===== src/rtl/mips_harvard_lsu.sv =====
// mips_harvard_lsu: load/store unit between the execute stage and the data-memory port.
// Converts MIPS byte/half/word/unaligned loads and stores into word-aligned memory
// transactions. Handles waitrequest stalls, a fixed read latency and, optionally,
// read-modify-write for sub-word stores on memories without byte enables.
// Ports:
//   clk, resetl (async, active low), clk_enable (freezes everything when low)
//   req_*   : request handshake from execute (op, byte address, store data, old rt)
//   resp_*  : one-cycle response pulse with formatted load data and error flag
//   data_*  : word-aligned memory command port with waitrequest
module mips_harvard_lsu #(
    parameter int DATA_LATENCY   = 0,
    parameter bit USE_BYTEENABLE = 1'b1
) (
    input  logic        clk,
    input  logic        resetl,
    input  logic        clk_enable,
    input  logic        req_valid,
    output logic        req_ready,
    input  logic [3:0]  req_op,
    input  logic [31:0] req_addr,
    input  logic [31:0] req_wdata,
    input  logic [31:0] req_rt_old,
    output logic        resp_valid,
    output logic [31:0] resp_rdata,
    output logic        resp_err,
    output logic [31:0] data_address,
    output logic        data_read,
    output logic        data_write,
    output logic [3:0]  data_byteenable,
    output logic [31:0] data_writedata,
    input  logic [31:0] data_readdata,
    input  logic        data_waitrequest
);

    localparam logic [2:0] S_IDLE    = 3'd0;
    localparam logic [2:0] S_RD      = 3'd1;
    localparam logic [2:0] S_LAT     = 3'd2;
    localparam logic [2:0] S_WR      = 3'd3;
    localparam logic [2:0] S_RMW_RD  = 3'd4;
    localparam logic [2:0] S_RMW_LAT = 3'd5;
    localparam logic [2:0] S_RMW_WR  = 3'd6;
    localparam logic [2:0] S_RESP    = 3'd7;

    localparam logic [3:0] OP_LB  = 4'd0;
    localparam logic [3:0] OP_LBU = 4'd1;
    localparam logic [3:0] OP_LH  = 4'd2;
    localparam logic [3:0] OP_LHU = 4'd3;
    localparam logic [3:0] OP_LW  = 4'd4;
    localparam logic [3:0] OP_LWL = 4'd5;
    localparam logic [3:0] OP_LWR = 4'd6;
    localparam logic [3:0] OP_SB  = 4'd8;
    localparam logic [3:0] OP_SH  = 4'd9;
    localparam logic [3:0] OP_SW  = 4'd10;

    localparam int CW = (DATA_LATENCY > 1) ? $clog2(DATA_LATENCY) : 1;
    // Counter is loaded with LATENCY-1 so that LAT lasts exactly DATA_LATENCY cycles.
    localparam logic [CW-1:0] LAT_LOAD = (DATA_LATENCY > 0) ? CW'(DATA_LATENCY - 1) : '0;

    logic [2:0]    state_q, state_d;
    logic [3:0]    op_q, op_d;
    logic [31:0]   addr_q, addr_d;
    logic [31:0]   wdata_q, wdata_d;
    logic [31:0]   rt_q, rt_d;
    logic [31:0]   word_q, word_d;
    logic          err_q, err_d;
    logic [CW-1:0] cnt_q, cnt_d;

    function automatic logic op_bad(input logic [3:0] op, input logic [1:0] a);
        case (op)
            OP_LB, OP_LBU, OP_LWL, OP_LWR, OP_SB: op_bad = 1'b0;
            OP_LH, OP_LHU, OP_SH:                 op_bad = a[0];
            OP_LW, OP_SW:                         op_bad = (a != 2'b00);
            default:                              op_bad = 1'b1;
        endcase
    endfunction

    function automatic logic op_is_load(input logic [3:0] op);
        op_is_load = (op <= OP_LWR);
    endfunction

    always_comb begin
        state_d = state_q;
        op_d    = op_q;
        addr_d  = addr_q;
        wdata_d = wdata_q;
        rt_d    = rt_q;
        word_d  = word_q;
        err_d   = err_q;
        cnt_d   = cnt_q;
        case (state_q)
            S_IDLE: begin
                if (req_valid) begin
                    op_d    = req_op;
                    addr_d  = req_addr;
                    wdata_d = req_wdata;
                    rt_d    = req_rt_old;
                    err_d   = op_bad(req_op, req_addr[1:0]);
                    if (err_d)
                        state_d = S_RESP;
                    else if (op_is_load(req_op))
                        state_d = S_RD;
                    else if (!USE_BYTEENABLE && (req_op == OP_SB || req_op == OP_SH))
                        state_d = S_RMW_RD;
                    else
                        state_d = S_WR;
                end
            end
            S_RD, S_RMW_RD: begin
                if (!data_waitrequest) begin
                    if (DATA_LATENCY == 0) begin
                        word_d  = data_readdata;
                        state_d = (state_q == S_RD) ? S_RESP : S_RMW_WR;
                    end else begin
                        cnt_d   = LAT_LOAD;
                        state_d = (state_q == S_RD) ? S_LAT : S_RMW_LAT;
                    end
                end
            end
            S_LAT, S_RMW_LAT: begin
                if (cnt_q == '0) begin
                    word_d  = data_readdata;
                    state_d = (state_q == S_LAT) ? S_RESP : S_RMW_WR;
                end else begin
                    cnt_d = cnt_q - CW'(1);
                end
            end
            S_WR, S_RMW_WR: begin
                if (!data_waitrequest)
                    state_d = S_RESP;
            end
            default: state_d = S_IDLE;
        endcase
    end

    always_ff @(posedge clk or negedge resetl) begin
        if (!resetl) begin
            state_q <= S_IDLE;
            op_q    <= '0;
            addr_q  <= '0;
            wdata_q <= '0;
            rt_q    <= '0;
            word_q  <= '0;
            err_q   <= 1'b0;
            cnt_q   <= '0;
        end else if (clk_enable) begin
            state_q <= state_d;
            op_q    <= op_d;
            addr_q  <= addr_d;
            wdata_q <= wdata_d;
            rt_q    <= rt_d;
            word_q  <= word_d;
            err_q   <= err_d;
            cnt_q   <= cnt_d;
        end
    end

    logic [3:0]  be_sub;
    logic [31:0] repl, lane_mask, load_data;
    logic [7:0]  byte_sel;
    logic [15:0] half_sel;
    logic        rd_active, wr_active;

    // Store lanes and replicated data.
    always_comb begin
        case (op_q)
            OP_SB:   begin be_sub = 4'b0001 << addr_q[1:0];              repl = {4{wdata_q[7:0]}};  end
            OP_SH:   begin be_sub = addr_q[1] ? 4'b1100 : 4'b0011;       repl = {2{wdata_q[15:0]}}; end
            default: begin be_sub = 4'b1111;                             repl = wdata_q;            end
        endcase
        lane_mask = {{8{be_sub[3]}}, {8{be_sub[2]}}, {8{be_sub[1]}}, {8{be_sub[0]}}};
    end

    // Load formatting. LWL places memory bytes 0..k at the top of rt; LWR places
    // memory bytes 0..k at the bottom; untouched bytes keep the old rt value.
    always_comb begin
        byte_sel  = 8'(word_q >> {addr_q[1:0], 3'b000});
        half_sel  = addr_q[1] ? word_q[31:16] : word_q[15:0];
        load_data = '0;
        case (op_q)
            OP_LB:  load_data = {{24{byte_sel[7]}}, byte_sel};
            OP_LBU: load_data = {24'h0, byte_sel};
            OP_LH:  load_data = {{16{half_sel[15]}}, half_sel};
            OP_LHU: load_data = {16'h0, half_sel};
            OP_LW:  load_data = word_q;
            OP_LWL: begin
                case (addr_q[1:0])
                    2'd0:    load_data = {word_q[7:0],  rt_q[23:0]};
                    2'd1:    load_data = {word_q[15:0], rt_q[15:0]};
                    2'd2:    load_data = {word_q[23:0], rt_q[7:0]};
                    default: load_data = word_q;
                endcase
            end
            OP_LWR: begin
                case (addr_q[1:0])
                    2'd0:    load_data = {rt_q[31:8],  word_q[7:0]};
                    2'd1:    load_data = {rt_q[31:16], word_q[15:0]};
                    2'd2:    load_data = {rt_q[31:24], word_q[23:0]};
                    default: load_data = word_q;
                endcase
            end
            default: load_data = '0;
        endcase
    end

    always_comb begin
        rd_active       = (state_q == S_RD) || (state_q == S_RMW_RD);
        wr_active       = (state_q == S_WR) || (state_q == S_RMW_WR);
        data_read       = rd_active;
        data_write      = wr_active;
        data_address    = (rd_active || wr_active) ? {addr_q[31:2], 2'b00} : '0;
        data_byteenable = '0;
        data_writedata  = '0;
        if (rd_active || state_q == S_RMW_WR)
            data_byteenable = 4'b1111;
        else if (state_q == S_WR)
            data_byteenable = be_sub;
        if (state_q == S_WR)
            data_writedata = repl;
        else if (state_q == S_RMW_WR)
            data_writedata = (word_q & ~lane_mask) | (repl & lane_mask);
        req_ready  = (state_q == S_IDLE);
        resp_valid = (state_q == S_RESP);
        resp_err   = resp_valid && err_q;
        resp_rdata = (resp_valid && !err_q && op_is_load(op_q)) ? load_data : '0;
    end

endmodule


===== config.mk =====
export PLATFORM = sky130hd
export DESIGN_NAME = mips_harvard_lsu
export DESIGN_NICKNAME = d
export VERILOG_FILES = /design/src/rtl/mips_harvard_lsu.sv
export SDC_FILE = /design/constraint.sdc
export NUM_CORES = 1
export LEC_CHECK = 0
export BUFFER_PORTS_ARGS = -buffer_cell sky130_fd_sc_hd__buf_2
export CAP_MARGIN = 20
export CORE_UTILIZATION = 47
export CTS_CLUSTER_SIZE = 24
export DETAILED_ROUTE_END_ITERATION = 7
export GPL_TIMING_DRIVEN = 0
export PLACE_DENSITY_LB_ADDON = 0.05
export RECOVER_POWER = 50
export SLEW_MARGIN = 20
export SYNTH_ARGS = -nofsm -noshare
export SYNTH_HDL_FRONTEND = slang
export SYNTH_SLANG_ARGS = --single-unit

===== constraint.sdc =====
create_clock -name clk -period 1.6 [get_ports clk]
set_input_delay 0.08 -clock clk [delete_from_list [all_inputs] [get_ports clk]]
set_output_delay 0.08 -clock clk [all_outputs]
set_load 0.05 [all_outputs]

==> flow_metrics.tcl, run 1 <==
set metrics [dict create \
    cts_max_path_buffers 2 \
    post_synth_and_or_nand_nor_area_fraction_pct 9.85 \
    worst_path_end_type "top-level output" \
    global_route.usage.total_pct 93.2 \
    synth.yosys.warnings 0 \
    main_combinational_cell_family_by_area_after_synthesis "multiplexers" \
    die-width_um 132 \
    synth_compound_area_share_pct 13.3 \
    grt.overflow.total 737 \
    stop_error "[ERROR GRT-0232] Routing congestion too high. Check the congestion heatmap in the GUI." \
    failing_step "5_1_grt" \
    placed_cell_area_um2 10600 \
    yosys_register_bits 136 \
    place.gp.congestion 0.934 \
    postSynthCellCount 691 \
    synth_async_sr_flop_share_pct 100 \
    row_count 47 \
    status "aborted with a tool error" \
    clock_tree.htree_level_count 4 \
    synth_adder_area_share_pct 0 \
    cts_sinks 136 \
    die_h_um 132 \
    half_perimeter_wire_length_after_placement_um 20900 \
    cts_made_buffers 17 \
    multiplexer_share_of_the_synthesized_area_pct 29.2 \
    buffer_ports.inserted 239 \
    synth_xor_area_share_pct 0 \
    largest_net_degree_at_the_start_of_global_routing 77 \
    syn_area_um2 7980 \
    placed_insts 1152 \
    globalroute.repair_timing.worst_endpoint "resp_rdata[23]" \
    cts.root.buffer_cell "sky130_fd_sc_hd__clkbuf_16" \
    synth.avg_cell_area_um2 11.5 \
    synth-edff-count 0 \
    start_util_pct 48.1 \
    pin_count 242 \
    post_synth_num_cell_types 57 \
    ys.flop_type "sky130_fd_sc_hd__dfrtp_1" \
    seq_area_frac_synth_pct 42.7 \
]
==> synth_stat cells (all sizes together) (2+ instances only) <==
cell	instances	area, um2
nand2	61	239
o21ai	36	199
o22ai	2	12.5
dfrtp	136	3400
nor2	22	109
and2	34	213
a211oi	2	32.5
a222oi	26	260
mux4	10	225
o21a	2	16.3
inv	6	22.5
and3	2	12.5
o211ai	7	52.6
nor2b	5	31.3
clkbuf	10	37.5
mux2	148	1670
a22o	8	70.1
o221a	2	22.5
buf	42	337
nor3	7	62.6
mux2i	44	440
a32oi	4	35.0
a21oi	38	201
nand2b	7	46.3
a31oi	13	81.3
o31ai	3	22.5
a311oi	2	17.5
==> cells by family after synthesis <==
logic type | after synthesis
compound gates | 149
flops | 136
simple gates | 145
mux | 202
other cells | 1
buf+inv | 58
==> stage by stage <==
stage          hold WS, ns  utilization [%]  setup slack [ns]  TNS, ns
3_3_place_gp         0.310             63.7             -1.33  -249.09
3_5_place_dp        0.0925             64.0            -0.794   -76.08
4_1_cts              0.177             95.0            -0.962  -108.45
2_1_floorplan       -0.216                -            -0.388   -50.24
==> routing by layer <==
layer / GRT overflow / GRT usage [%]
met5: 2 / 29.7
met4: 238 / 107
met3: 10 / 75.7
met2: 476 / 112
met1: 11 / 88.9
==> timing repair <==
action	in CTS
endpoints found under the setup margin	237
buffers inserted	76
pin swaps	102
resized for setup	518
endpoints found under the hold margin	207
hold buffers	133
gates cloned	22
==> run 2, diff against run 1 <==
- CORE_UTILIZATION: 47 -> 35
- CTS_CLUSTER_SIZE: 24 -> default
- PLACE_DENSITY_LB_ADDON: 0.05 -> 0.15
- clock period: 1.6 -> 2.1 ns (I/O delays scaled with it)
==> flow_metrics.tcl, run 2 <==
set metrics [dict create \
    status "finished with violations" \
    violations "design-rule violations, negative setup slack" \
    cts_tree "done" \
    yosysTopAreaCellShare_pct 42.7 \
    layout.nets 1287 \
    drt-total-wl_um 31500 \
    finalCriticalPeriod_ns 2.48 \
    placed_insts 1212 \
    ys.flop_type "sky130_fd_sc_hd__dfrtp_1" \
    synth-edff-count 0 \
    grt_setup_unrepaired "true" \
    first_iter_violations 610 \
    start_util_pct 36.1 \
    first_global_vias 8157 \
    setup_viol_count_final 180 \
    max-vdd-ir-drop_mv 0.859 \
    achievable-frequency_mhz 403 \
    worstSkewPairLatency_ns 0.44 \
    synth_area_leaders "sky130_fd_sc_hd__dfrtp_1 (43%), sky130_fd_sc_hd__mux2_2 (20%), sky130_fd_sc_hd__mux2i_1 (5.5%), sky130_fd_sc_hd__a222oi_1 (3.3%), sky130_fd_sc_hd__mux4_2 (2.8%)" \
    global_route.usage.total_pct 26.7 \
    max-slew-margin-rel_pct 6.67 \
    final_max_slew_viol_count 0 \
    row_count 54 \
    route.vias.total 7863 \
    yosys_register_bits 136 \
    grt.overflow.total 0 \
    final_antenna_net_count 0 \
    synth.top_cells.by_count "sky130_fd_sc_hd__mux2_2 (144), sky130_fd_sc_hd__dfrtp_1 (136), sky130_fd_sc_hd__nand2_1 (59)" \
    critical_path_peak_fanout 7 \
    post_dr_wirelength_cell_um 21.8 \
    p_per_area_nw_per_um2 1680 \
    post_synth_num_cell_types 57 \
    synth.yosys.warnings 0 \
    die_h_um 153 \
    fin_setup_tns_ns -39.36 \
    place_ws_ns -0.442 \
    synth_top_cell_by_area "sky130_fd_sc_hd__dfrtp_1" \
    via_per_inst 5.45 \
    die-width_um 153 \
    worst_setup_path_end_kind "output port" \
    final_common_cell "sky130_fd_sc_hd__buf_2" \
    instances_no_fill 1443 \
    cts_max_path_buffers 2 \
    largest_net_degree_at_the_start_of_global_routing 86 \
    seq_area_frac_synth_pct 42.7 \
    half_perimeter_wire_length_after_placement_um 21000 \
    diodes 0 \
    share_of_final_layout_standard_cells_stronger_than_drive_strength_1_pct 59.2 \
    arrival_ns 2.38 \
    clock_tree.htree_level_count 4 \
    worst_ep_required_time_ns 2.00 \
    hold_path.startpoint "clk_enable" \
    finalClockSkew_ns 0.0176 \
    final_cell_mix "sky130_fd_sc_hd__buf_2 (142), sky130_fd_sc_hd__dlygate4sd3_1 (133), sky130_fd_sc_hd__dfrtp_1 (132)" \
    worstReg2RegEnd "wdata_q[12]$_DFFE_PN0P_" \
    power.static_leakage_nw 6.04 \
    place.gp.congestion 0.930 \
    reg2reg_slack_ns -0.28 \
    postSynthCellCount 691 \
    yosysMostFrequentCell "sky130_fd_sc_hd__mux2_2" \
    buffer_ports.inserted 239 \
    synth.avg_cell_area_um2 11.5 \
    setup.worst_path.start_class "flop" \
    drt_pass1_iterations 8 \
    synth_async_sr_flop_share_pct 100 \
    core_box_area_um2 22100 \
    worst_slew_pin_slew_ns 1.40 \
    areaGrowthSynthToFinish_pct 72.6 \
    fillers 1717 \
    final_hold_viol_count 0 \
    dieArea_um2 23400 \
    final_cycle_share_pct 118 \
    regToRegStartpoint "state_q[2]$_DFFE_PN0P_" \
    min-delay-path-class "primary input to flop" \
    critPathKind "flop to output port" \
    setup.worst_path.start "op_q[1]$_DFFE_PN0P_" \
    max-cap-violations 0 \
    cts_sinks 136 \
    clkSlewWorstSetupHoldPaths_ns 0.07 \
    cts.root.buffer_cell "sky130_fd_sc_hd__clkbuf_16" \
    endpoint_of_the_worst_setup_timing_path "resp_rdata[10]" \
    rr_worst_depth 6 \
    final.setup.worst_slack_ns -0.382 \
    pin_count 242 \
    drc 1 \
    syn_area_um2 7980 \
    cts_made_buffers 17 \
    antenna_found_initial 0 \
    post-layout-total-power_mw 23.2 \
    grt_first_pass_wirelength_um 47100 \
]
## run 2: cell counts after synthesis
Identical to the previous run, type by type.
## run 2: power breakdown
group          switching [mW]  total [mW]  internal [mW]
Sequential               1.81        5.69           3.88
Clock                    1.38        3.05           1.68
Combinational            7.81        14.4           6.62
## run 2: final cells by class
cell class	count	area (um2)	area share (%)
buffer	49	577	4.19
clock buffer	17	425	3.09
clock inverter	15	160	1.16
inverter	6	25.0	0.182
multi-input combinational	498	5010	36.4
sequential	136	3410	24.8
tap	280	350	2.54
timing repair buffer	442	3820	27.7
## run 2: critical path, cell delays in order (launching register included)
cell and delay (ns):
sky130_fd_sc_hd__dfrtp_1 0.42, sky130_fd_sc_hd__buf_6 0.15, sky130_fd_sc_hd__buf_4 0.12, sky130_fd_sc_hd__and2b_1 0.20, sky130_fd_sc_hd__nand2b_4 0.12, sky130_fd_sc_hd__a21oi_4 0.10, sky130_fd_sc_hd__a222oi_1 0.50, sky130_fd_sc_hd__a31oi_4 0.14
sky130_fd_sc_hd__buf_6 0.17
## run 2: worst min-delay path by stage
stage,endpoint,slack [ns],depth (start not counted)
floorplan,addr_q[0]$_DFFE_PN0P_,-0.19,0
global placement,word_q[30]$_DFFE_PN0P_,0.33,2
detailed placement,addr_q[29]$_DFFE_PN0P_,0.06,1
CTS,addr_q[30]$_DFFE_PN0P_,0.20,2
global route,state_q[0]$_DFFE_PN0P_,0.25,3
finish,state_q[0]$_DFFE_PN0P_,0.25,3
## run 2: logic make-up (layout without fill, tap and decap cells)
family | Yosys count | in the layout | synth area share (%)
AO/OA/AOI/OAI | 149 | 149 | 13.3
buffers and inverters | 58 | 529 | 4.97
multiplexers | 202 | 202 | 29.2
other | 1 | 2 | 0.0470
flip-flops | 136 | 136 | 42.7
AND/OR/NAND/NOR | 145 | 145 | 9.85
## run 2: layer usage
metal	wire length (um)	vias up	share of wire (%)	global-route usage, %
met5	0	-	0	0
met2	14800	391	47	43.2
li1	-	3502	-	-
met1	12800	3889	41	33.6
met4	1070	0	3.4	9.91
met3	2780	81	8.8	8.11
## run 2: per-stage QoR
step / utilization (%) / instance area, um2 / hold WS (ns)
floorplan: - / 8250 / -0.191
global route: 62.3 / 13800 / 0.252
CTS: 60.3 / 13300 / 0.202
detailed placement: 44.5 / 9840 / 0.0554
finish: 62.3 / 13800 / 0.253
global placement: 44.4 / 9800 / 0.326
## run 2: timing repair
action                                  in CTS  in global routing
pin swaps                                   83                 57
endpoints found under the setup margin      98                 96
gates cloned                                 2                  0
hold endpoints to repair                   183                  0
buffers inserted                            43                 26
hold buffers                               133                  0
resized for setup                          332                 75
No activity file was read; power rests on OpenSTA's default activity.
